--- src/rtl/ecc_apb_sequencer.sv ---
// ecc_apb_sequencer: programs the ECC block over four APB writes per job, then returns its result or a timeout
module ecc_apb_sequencer #(
  parameter int AMBA_ADDR_WIDTH = 20,
  parameter int AMBA_WORD = 32,
  parameter int DATA_WIDTH = 32,
  parameter logic [AMBA_ADDR_WIDTH-1:0] BASE_ADDR = '0,
  parameter int TIMEOUT_CYCLES = 16
) (
  input  logic                       clk,
  input  logic                       rst,
  input  logic                       cmd_valid_i,
  output logic                       cmd_ready_o,
  input  logic [1:0]                 cmd_ctrl_i,
  input  logic [AMBA_WORD-1:0]       cmd_data_i,
  input  logic [1:0]                 cmd_width_i,
  input  logic [AMBA_WORD-1:0]       cmd_noise_i,
  output logic [AMBA_ADDR_WIDTH-1:0] paddr_o,
  output logic [AMBA_WORD-1:0]       pwdata_o,
  output logic                       psel_o,
  output logic                       penable_o,
  output logic                       pwrite_o,
  input  logic                       operation_done_i,
  input  logic [DATA_WIDTH-1:0]      data_out_i,
  input  logic [1:0]                 num_of_errors_i,
  output logic                       rsp_valid_o,
  input  logic                       rsp_ready_i,
  output logic [DATA_WIDTH-1:0]      rsp_data_o,
  output logic [1:0]                 rsp_errors_o,
  output logic                       rsp_timeout_o,
  output logic                       busy_o
);
  localparam int CW = $clog2(TIMEOUT_CYCLES + 1);
  typedef enum logic [2:0] {IDLE, SETUP, ACCESS, WAIT_DONE, RESP} state_t;
  state_t               state_q;
  logic [1:0]           idx_q, ctrl_q, width_q, idx_d;
  logic [AMBA_WORD-1:0] noise_q, wdata_d;
  logic [CW-1:0]        cnt_q;
  logic [3:0]           off_d;
  assign idx_d = idx_q + 2'd1;
  // offsets run 4, 8, C, 0: (index + 1) * 4 wrapped to 16 bytes, which puts CTRL last
  assign off_d = {idx_d + 2'd1, 2'b00};
  assign wdata_d = idx_d == 2'd1 ? AMBA_WORD'(width_q) : idx_d == 2'd2 ? noise_q : AMBA_WORD'(ctrl_q);
  assign cmd_ready_o = state_q == IDLE;
  assign busy_o = state_q != IDLE;
  assign rsp_valid_o = state_q == RESP;
  always_ff @(posedge clk or posedge rst) begin
    if (rst) begin
      state_q <= IDLE;
      idx_q <= '0;
      ctrl_q <= '0;
      width_q <= '0;
      noise_q <= '0;
      cnt_q <= '0;
      paddr_o <= '0;
      pwdata_o <= '0;
      psel_o <= 1'b0;
      penable_o <= 1'b0;
      pwrite_o <= 1'b0;
      rsp_data_o <= '0;
      rsp_errors_o <= '0;
      rsp_timeout_o <= 1'b0;
    end else begin
      case (state_q)
        IDLE: if (cmd_valid_i) begin
          state_q <= SETUP;
          idx_q <= '0;
          ctrl_q <= cmd_ctrl_i;
          width_q <= cmd_width_i;
          noise_q <= cmd_noise_i;
          paddr_o <= BASE_ADDR + AMBA_ADDR_WIDTH'(4'h4);
          pwdata_o <= cmd_data_i;
          psel_o <= 1'b1;
          pwrite_o <= 1'b1;
        end
        SETUP: begin
          state_q <= ACCESS;
          penable_o <= 1'b1;
        end
        ACCESS: if (idx_q != 2'd3) begin
          state_q <= SETUP;
          idx_q <= idx_d;
          paddr_o <= BASE_ADDR + AMBA_ADDR_WIDTH'(off_d);
          pwdata_o <= wdata_d;
          penable_o <= 1'b0;
        end else begin
          state_q <= WAIT_DONE;
          cnt_q <= '0;
          paddr_o <= '0;
          pwdata_o <= '0;
          psel_o <= 1'b0;
          penable_o <= 1'b0;
          pwrite_o <= 1'b0;
        end
        WAIT_DONE: if (operation_done_i) begin
          state_q <= RESP;
          rsp_data_o <= data_out_i;
          rsp_errors_o <= num_of_errors_i;
          rsp_timeout_o <= 1'b0;
        end else if (cnt_q == CW'(TIMEOUT_CYCLES - 1)) begin
          state_q <= RESP;
          rsp_data_o <= '0;
          rsp_errors_o <= '0;
          rsp_timeout_o <= 1'b1;
        end else begin
          cnt_q <= cnt_q + 1'b1;
        end
        RESP: if (rsp_ready_i) state_q <= IDLE;
        default: state_q <= IDLE;
      endcase
    end
  end
endmodule

--- config.mk ---
export PLATFORM = sky130hd
export DESIGN_NAME = ecc_apb_sequencer
export DESIGN_NICKNAME = d
export VERILOG_FILES = /design/src/rtl/ecc_apb_sequencer.sv
export SDC_FILE = /design/constraint.sdc
export NUM_CORES = 1
export LEC_CHECK = 0
export ABC_AREA = 1
export CELL_PAD_IN_SITES_DETAIL_PLACEMENT = 0
export CELL_PAD_IN_SITES_GLOBAL_PLACEMENT = 1
export CORE_MARGIN = 8
export CORE_UTILIZATION = 32
export CTS_CLUSTER_SIZE = 20
export DETAILED_ROUTE_END_ITERATION = 10
export GPL_ROUTABILITY_DRIVEN = 0
export GPL_TIMING_DRIVEN = 0
export PLACE_DENSITY = 0.78
export SKIP_LAST_GASP = 1
export SLEW_MARGIN = 0
export SYNTH_ARGS = -nofsm -noshare
export SYNTH_HDL_FRONTEND = slang
export SYNTH_SLANG_ARGS = --single-unit
--- constraint.sdc ---
create_clock -name clk -period 5.5 [get_ports clk]
set_input_delay 1.1 -clock clk [delete_from_list [all_inputs] [get_ports clk]]
set_output_delay 1.1 -clock clk [all_outputs]
set_load 0.05 [all_outputs]
After elaboration in Yosys (flattened, before gate mapping)
Cells that the tools add are included.
- ROM bits: 0
- word-level logic and storage cells: 75
- bits of input ports: 107
- flip-flop bits (word level): 135
- memories kept: 0
- latch bits: 0
- output and inout bits: 93
- RAM bits: 0
- eq/ne operators: 15
- shift-type cells: 0
- add/subtract/negate cells: 3
- multiply operators: 0
- reductions and logical operators: 13
- bitwise operators: 0
- muxes and demuxes: 31
- order comparisons: 0
- divide/modulo/power cells: 0
- operators with widths (cell ; count):
    $mux 32 ; 6
    $pmux 32 s2 ; 1
    $pmux 20 s2 ; 1
    $mux 20 ; 1
    $mux 5 ; 3
    $pmux 3 s5 ; 1
    $mux 3 ; 4
    $ne 2x2->1 const B ; 6
    $mux 2 ; 5
    $pmux 5 s2 ; 1
    $reduce_and 3->1 ; 3
    $reduce_bool 2->1 ; 4
    $eq 3x2->1 const B ; 2
    $reduce_and 2->1 ; 3
    $add 5x1->5 const B ; 1
    $eq 5x4->1 const B ; 1
    $add 2x1->2 const B ; 2
    $mux 1 ; 4
    $mux 4 ; 1
    $pmux 1 s2 ; 2
    $pmux 2 s2 ; 1
    $reduce_and 4->1 ; 1
    $eq 3x1->1 const B ; 1
    $eq 3x3->1 const B ; 1
    other kinds (6) ; 6

Depth between registers and ports, before layout
Gate-level depths: netlist (run 1).
- word-level depth: 6
- depth in mapped cells: 11
- mapped depth without buffers: 10

Worst setup path after synthesis (run 1)
No wires, ideal clock.
- path kind: register to output
- start point: reg state_q[1]
- end point: out rsp_valid_o
- slack: 2.820 ns
- data arrival time: 1.580 ns
- cell stages (with the launch flop): 2
- path through: dfrtp_1 > nor3_1
- word-level cells in the longest chain between the ends: 1
- ends and longest elaborated chain (element ; RTL line ; source):
    start: declaration ; 34 ; state_t state_q;
    start signal: assignment ; 48 ; state_q <= IDLE;
    start signal: assignment ; 65 ; state_q <= SETUP;
    start signal: assignment ; 76 ; state_q <= ACCESS;
    $eq 3x3->1 ; 45 ; assign rsp_valid_o = state_q == RESP;
    end: declaration ; 25 ; output logic rsp_valid_o,
No other way between the ends.

Worst setup path in the final report (run 1)
Same ends and word-level chain as after synthesis.

==> results of run 1 <==
==> logic make-up (layout without fill, tap and decap cells) <==
| logic type | after synthesis | count (layout) |
|---|---|---|
| adder cells (fa/ha/maj) | 6 | 6 |
| AND/OR/NAND/NOR | 309 | 309 |
| AO/OA/AOI/OAI | 110 | 110 |
| buffers and inverters | 105 | 319 |
| flip-flops | 117 | 117 |
| other | 1 | 18 |
==> layout make-up <==
type / instances / area share (%)
Timing Repair Buffer: 182 / 22.87
Sequential cell: 117 / 36.40
Multi-Input combinational cell: 443 / 23.88
Clock buffer: 23 / 6.066
Inverter: 53 / 2.535
Buffer: 52 / 3.889
Clock inverter: 9 / 0.9488
Tap cell: 220 / 3.422
==> power groups by stage <==
stage	Sequential (mW)	Clock, mW	Combinational (mW)
final	1.47	1.04	2.64
after global routing	1.52	1.11	2.87
after CTS	1.47	1.07	2.68
after detailed placement	1.48	0	2.67
after global placement	1.47	0	2.66
after floorplan	2.33	0	0.888
==> layer usage <==
metal  vias to the layer above  share of wire [%]  track usage [%]
met3                        16                 12            8.432
met2                       158                 44            24.38
met5                         -                  0                0
li1                       2417                  -                -
met1                      2091                 43            19.80
met4                         0                1.5            5.531
==> flip-flops by register name, summed over array words and instances, names as in the netlist <==
| signal | cells |
|---|---|
| cnt_q | 5 |
| paddr_o | 2 |
| noise_q | 32 |
| rsp_data_o | 32 |
| width_q | 2 |
| pwdata_o | 32 |
| rsp_errors_o | 2 |
| state_q | 3 |
| penable_o | 1 |
| pwrite_o | 1 |
| ctrl_q | 2 |
| idx_q | 2 |
| rsp_timeout_o | 1 |
==> cells in the final DEF, fill, tap and decap left out, types with 2 or more instances in the layout <==
cell | synthesis | layout
inv_2 | 6 | 6
clkbuf_16 | 0 | 17
conb_1 | 1 | 18
clkbuf_1 | 8 | 10
o21ai_0 | 31 | 31
or2_2 | 3 | 3
nor2_2 | 3 | 3
nand3_1 | 13 | 13
buf_6 | 2 | 2
nand2_1 | 207 | 207
buf_4 | 21 | 21
nor2_1 | 76 | 76
dfrtp_1 | 117 | 117
clkinv_2 | 0 | 6
clkbuf_8 | 0 | 4
buf_2 | 19 | 19
buf_1 | 2 | 2
o21ai_1 | 33 | 33
ha_1 | 6 | 6
a21oi_1 | 45 | 45
clkdlybuf4s50_1 | 0 | 181
inv_1 | 47 | 46
nand3_2 | 3 | 3
==> synthesized netlist by cell type, types with 6 or more instances <==
| cell | instances |
|---|---|
| inv_2 | 6 |
| dfrtp_1 | 117 |
| o21ai_0 | 31 |
| ha_1 | 6 |
| o21ai_1 | 33 |
| buf_2 | 19 |
| a21oi_1 | 45 |
| buf_4 | 21 |
| clkbuf_1 | 8 |
| nor2_1 | 76 |
| nand3_1 | 13 |
| nand2_1 | 207 |
| inv_1 | 47 |
==> path summary, 6_finish.rpt <==
check	start	endpoint	cells past startpoint
max reg2reg	cnt_q[0]	cnt_q[3]	11
max	state_q[1]	rsp_valid_o	2
min reg2reg	rsp_data_o[16]	rsp_data_o[16]	2
min in group asynchronous	rst	rsp_data_o[20]	2
min	rsp_data_o[16]	rsp_data_o[16]	2
max in group asynchronous	rst	pwdata_o[17]	3
==> critical path: stages (launching register included) <==
cell,delay (ns)
dfrtp_1,0.44
nor3_1,0.30
clkdlybuf4s50_1,0.92
==> metrics.md, run 1 <==
| Metric | Value |
|---|---|
| Status | `completed` |
| IO Pins | `200` |
| Initial core utilization | `32.28%` |
| Switching share of power | `a little under half` |
| Multi-input logic area | `1921 um^2` |
| Reg2reg setup slack | `approximately 3.7 ns` |
| Max_cap viols | `0` |
| Overall routing resource usage | `16.30%` |
| Post-Route Skew | `0.006534 ns` |
| Post-CTS Setup Inserts | `0` |
| Area post-placement | `~7500 um^2` |
| Critical-path maximum fanout | `5` |
| CTS tree | `yes` |
| Leakage | `approximately 3.8 nW` |
| Simple-Gate Fraction of Synth Area | `a little under a quarter` |
| Synth top area share | `between 50% and 60%` |
| Compound-Gate Fraction of Synth Area | `a little over a tenth` |
| Largest family of logic cells by synthesized area | `simple AND/OR/NAND/NOR gates` |
| Final Setup Violations | `0` |
| Vias post-DR | `about 4,700` |
| Top_reg_cell synth | `dfrtp_1` |
| Final worst slack | `around 2.3 ns` |
| Crit path required time | `4.40 ns` |
| Post-synth EDFFs | `0` |
| Nets | `just under 1,000` |
| Site row count | `47` |
| Synth Area in Adders | `~1.4%` |
| Final ANT Viol Nets | `0` |
| Max clock buf depth | `2` |
| RSZ-0062 raised after global routing | `false` |
| Vias in the first global route | `between 4,000 and 5,000` |
| Post-Syn Instances | `around 650` |
| Synthesized area per cell | `a little over 8 um^2` |
| Flop pwr share | `between 20% and 30%` |
| Net switching power | `approximately 2.4 mW` |
| TritonCTS Sinks | `approximately 120` |
| Hold crit path type | `reg2reg` |
| Final cycle utilization of the critical path | `about 58%` |
| Slew Viols, Final | `0` |
| Final instance area | `8044 um^2` |
| Synth Register Bits | `between 100 and 150` |
| Synth-to-Final Area Change | `51.88%` |
| Period minus WS final | `3.180 ns` |
| Initial DRC Count | `210` |
| Synth warn | `0` |
| Number of antenna violations at the first check in global routing | `0` |
| Setup Total Neg Slack | `0 ns` |
| Mux contribution to synthesized area | `0%` |
| Power Total | `5.151 mW` |
| Port buffer count | `181` |
| Post-synthesis sequential area ratio | `a little under three fifths` |
| XOR/XNOR Fraction of Synth Area | `0%` |
| Crit path DAT | `2.08 ns` |
| Post-CTS Hold Buffers | `0` |
| Reg area | `between 2000 and 3000 um^2` |
| Finished Core Util | `between 40% and 50%` |
| CTS resizes | `0` |
| Clock-pin slew of the registers on the worst-case setup and hold paths | `~0.060 ns` |
| Die height | `roughly 140 um` |
| Slew @ Worst Pin | `around 0.58 ns` |
| Worst VDD drop | `between 0.0002 and 0.0003 V` |
| Area leader, netlist | `dfrtp_1` |
| DP Worst Slack | `between 2 and 3 ns` |
| Combinational power share | `51.3%` |
| Relative slew margins | `between 60% and 70%` |
| # diodes | `0` |
| PD cells | `640.3 nW/um^2` |
| Overflow after GRT | `0` |
| Total die area | `roughly 21,000 um^2` |
| Mapped cell area | `approximately 5300 um^2` |
| Die W | `144.7 um` |
| Vias/cell | `around 4.3` |
| Root Buffer | `clkbuf_16` |
| Synth area leaders | `dfrtp_1, nand2_1, nor2_1` |
| Filler cells | `around 1,600` |
| Dpl hpwl | `roughly 12 mm` |
| P_int | `approximately 2.8 mW` |
| Core box area | `roughly 16,000 um^2` |
| Post-synth cell types | `24` |
| Clock latency on the worst-skew pair | `approximately 0.4 ns` |
| Maximum clock rate | `roughly 310 MHz` |
| Final wirelength | `around 16 mm` |
| First-pass GRT wire length | `roughly 26 mm` |
| Clock power share | `roughly a fifth` |
| Crit end category | `primary output` |
| WHS | `between 0.4 and 0.5 ns` |
| Final Hold Violating Endpoints | `0` |
| Cell Count, Final, Fillers Out | `approximately 1,100` |
| CTS H-tree lvls | `4` |
| Residual DRC | `0` |
| CTS Buf Count | `17` |
| DRT Pass-1 Iters | `4` |
| Asr flop ratio synth | `between 90% and 100%` |
| Dpl cells | `~1,100` |
| Routed length per instance | `around 15 um` |
| Layout cells sized above 1 | `10.35%` |
| Startpoint types | `flop` |
| Pin count of the biggest net entering global routing | `60` |
| Crit Path Category | `reg2out` |
No activity file was read; power rests on OpenSTA's default activity.
==> run 2, diff against run 1 <==
CORE_UTILIZATION = 29   (was 32)
PLACE_DENSITY = 0.75   (was 0.78)
clock period = 2.9 ns   (was 5.5 ns; I/O delays follow)
==> metrics.md, run 2 (synthesis gave the netlist of run 1 again) <==
| Metric | Value |
|---|---|
| Period minus WS final | `between 2 and 3 ns` |
| DRT Pass-1 Iters | `5 (+1)` |
| Initial core utilization | `29.48% (-2.8 points)` |
| Port buffer count | `181 (unchanged)` |
| Vias post-DR | `4,792 (+2.3%)` |
| Dpl hpwl | `12.58 mm (+3.3%)` |
| Finished Core Util | `45.27% (-3.8 points)` |
| Crit end category | `primary output` |
| Overflow after GRT | `0 (unchanged)` |
| DP Worst Slack | `0.6017 ns (-2.151 ns)` |
| Die W | `151.1 um (+4.5%)` |
| Post-Route Skew | `0.006818 ns (+0.0002841 ns)` |
| Slew @ Worst Pin | `0.5725 ns (-0.006509 ns)` |
| Site row count | `49 (+4.3%)` |
| CTS tree | `yes` |
| Total die area | `22,840 um^2 (+9.2%)` |
| Number of antenna violations at the first check in global routing | `1 (+1)` |
| Crit path DAT | `2.21 ns (+0.13 ns)` |
| Final ANT Viol Nets | `0 (unchanged)` |
| Final Setup Violations | `0 (unchanged)` |
| Critical-path maximum fanout | `5 (unchanged)` |
| Initial DRC Count | `267 (+27%)` |
| Final wirelength | `16.88 mm (+5.0%)` |
| Die height | `151.1 um (+4.5%)` |
| CTS resizes | `0 (unchanged)` |
| CTS Buf Count | `17 (unchanged)` |
| Nets | `981 (+0.20%)` |
| Regs by FF count | `noise_q: 32 flops, pwdata_o: 32 flops, rsp_data_o: 32 flops` |
| Clock latency on the worst-skew pair | `0.41 ns (about the same)` |
| Crit path required time | `2.32 ns (-2.08 ns)` |
| Clock-pin slew of the registers on the worst-case setup and hold paths | `0.05 ns (about the same)` |
| Residual DRC | `0 (unchanged)` |
| Relative slew margins | `61.71% (+0.44 points)` |
| Power Total | `10.00 mW (+94%)` |
| TritonCTS Sinks | `117 (unchanged)` |
| Vias in the first global route | `4,874 (-0.55%)` |
| Core box area | `17,960 um^2 (+9.5%)` |
| Post-CTS Setup Inserts | `0 (unchanged)` |
| Final worst slack | `0.1148 ns (-2.205 ns)` |
| Final Hold Violating Endpoints | `0 (unchanged)` |
| Filler cells | `1,821 (+15%)` |
| Overall routing resource usage | `15.19% (-1.1 points)` |
| Vias/cell | `4.309 (+1.2%)` |
| CTS H-tree lvls | `4 (unchanged)` |
| RSZ-0062 raised after global routing | `false` |
| Synth-to-Final Area Change | `53.53%` |
| Slew Viols, Final | `0 (unchanged)` |
| PD cells | `1230 nW/um^2 (+92%)` |
| Worst VDD drop | `0.0006661 V (+130%)` |
| Max clock buf depth | `2 (unchanged)` |
| First-pass GRT wire length | `26.53 mm (+2.1%)` |
| Post-CTS Hold Buffers | `0 (unchanged)` |
| Maximum clock rate | `359.0 MHz` |
| Most frequent cells in the layout | `nand2_1, clkdlybuf4s50_1, dfrtp_1` |
| Startpoint types | `flop` |
| Routed length per instance | `15.18 um (+3.7%)` |
| Layout cells sized above 1 | `10.33% (-0.024 points)` |
| Hold crit path type | `reg2reg` |
| IO Pins | `200 (unchanged)` |
| Max_cap viols | `0 (unchanged)` |
| Final cycle utilization of the critical path | `roughly 96%` |
| Commonest non-fill, non-tap cell in the layout | `nand2_1` |
| Root Buffer | `clkbuf_16` |
| Leakage | `3.798 nW (+0.40%)` |
| Crit Path Category | `reg2out` |
| Pin count of the biggest net entering global routing | `39 (-35%)` |
| Status | `completed` |
## run 2: cell types whose count changed in the layout (fill, tap and decap cells not counted), sizes merged
cell	previous run	this run
clkinvlp	1	4
clkbuf	31	32
bufinv	1	3
clkinv	7	2
diode	0	2
inv	53	52
buf	45	47
## run 2: worst paths after layout
kind	start	slack, ns	end	depth (start not counted)
max in group asynchronous	rst	1.57	noise_q[21]	4
min in group asynchronous	rst	0.55	pwdata_o[8]	2
worst max register to register	cnt_q[0]	1.10	cnt_q[1]	11
worst max-delay path	state_q[1]	0.11	rsp_valid_o	2
worst min register to register	rsp_data_o[27]	0.47	rsp_data_o[27]	2
worst min-delay path	rsp_data_o[27]	0.47	rsp_data_o[27]	2
## run 2: metal layers
layer | track usage (%) | up-vias | wire [um]
li1 | - | 2425 | -
met1 | 18.77 | 2174 | 7019
met2 | 23.33 | 178 | 7801
met3 | 6.633 | 15 | 1874
met4 | 4.998 | 0 | 180
met5 | 0 | - | 0
## run 2: layout make-up
cell class / instances / area (um^2) / area share (%)
clock inverters: 8 / 122.6 / 1.508
well taps: 229 / 286.5 / 3.524
multi-input cells: 443 / 1921 / 23.62
plain buffers: 52 / 312.8 / 3.847
flip-flops and latches: 117 / 2928 / 36.01
inverters: 53 / 202.7 / 2.493
diodes: 2 / 5.005 / 0.06155
repair buffers: 184 / 1872 / 23.02
clock buffers: 24 / 481.7 / 5.924
## run 2: power breakdown
part           switching, mW  internal [mW]
combinational           3.43           1.62
sequential             0.395           2.39
clock                  0.748           1.42
total                   4.58           5.43
## run 2: critical path, cell delays in order (launching register included)
cell             delay, ns
dfrtp_1               0.44
nor3_1                0.41
clkdlybuf4s50_1       0.94
## run 2: through the flow
step | setup TNS, ns | instance area [um^2] | cells | hold slack [ns]
floorplan | 0 | 5364 | 665 | 0.4529
global placement | -48.58 | 7462 | 1075 | 0.4521
detailed placement | 0 | 7522 | 1078 | 0.4576
CTS | 0 | 8127 | 1110 | 0.4724
global route | 0 | 8129 | 1111 | 0.4808
finish | 0 | 8132 | 1112 | 0.4683
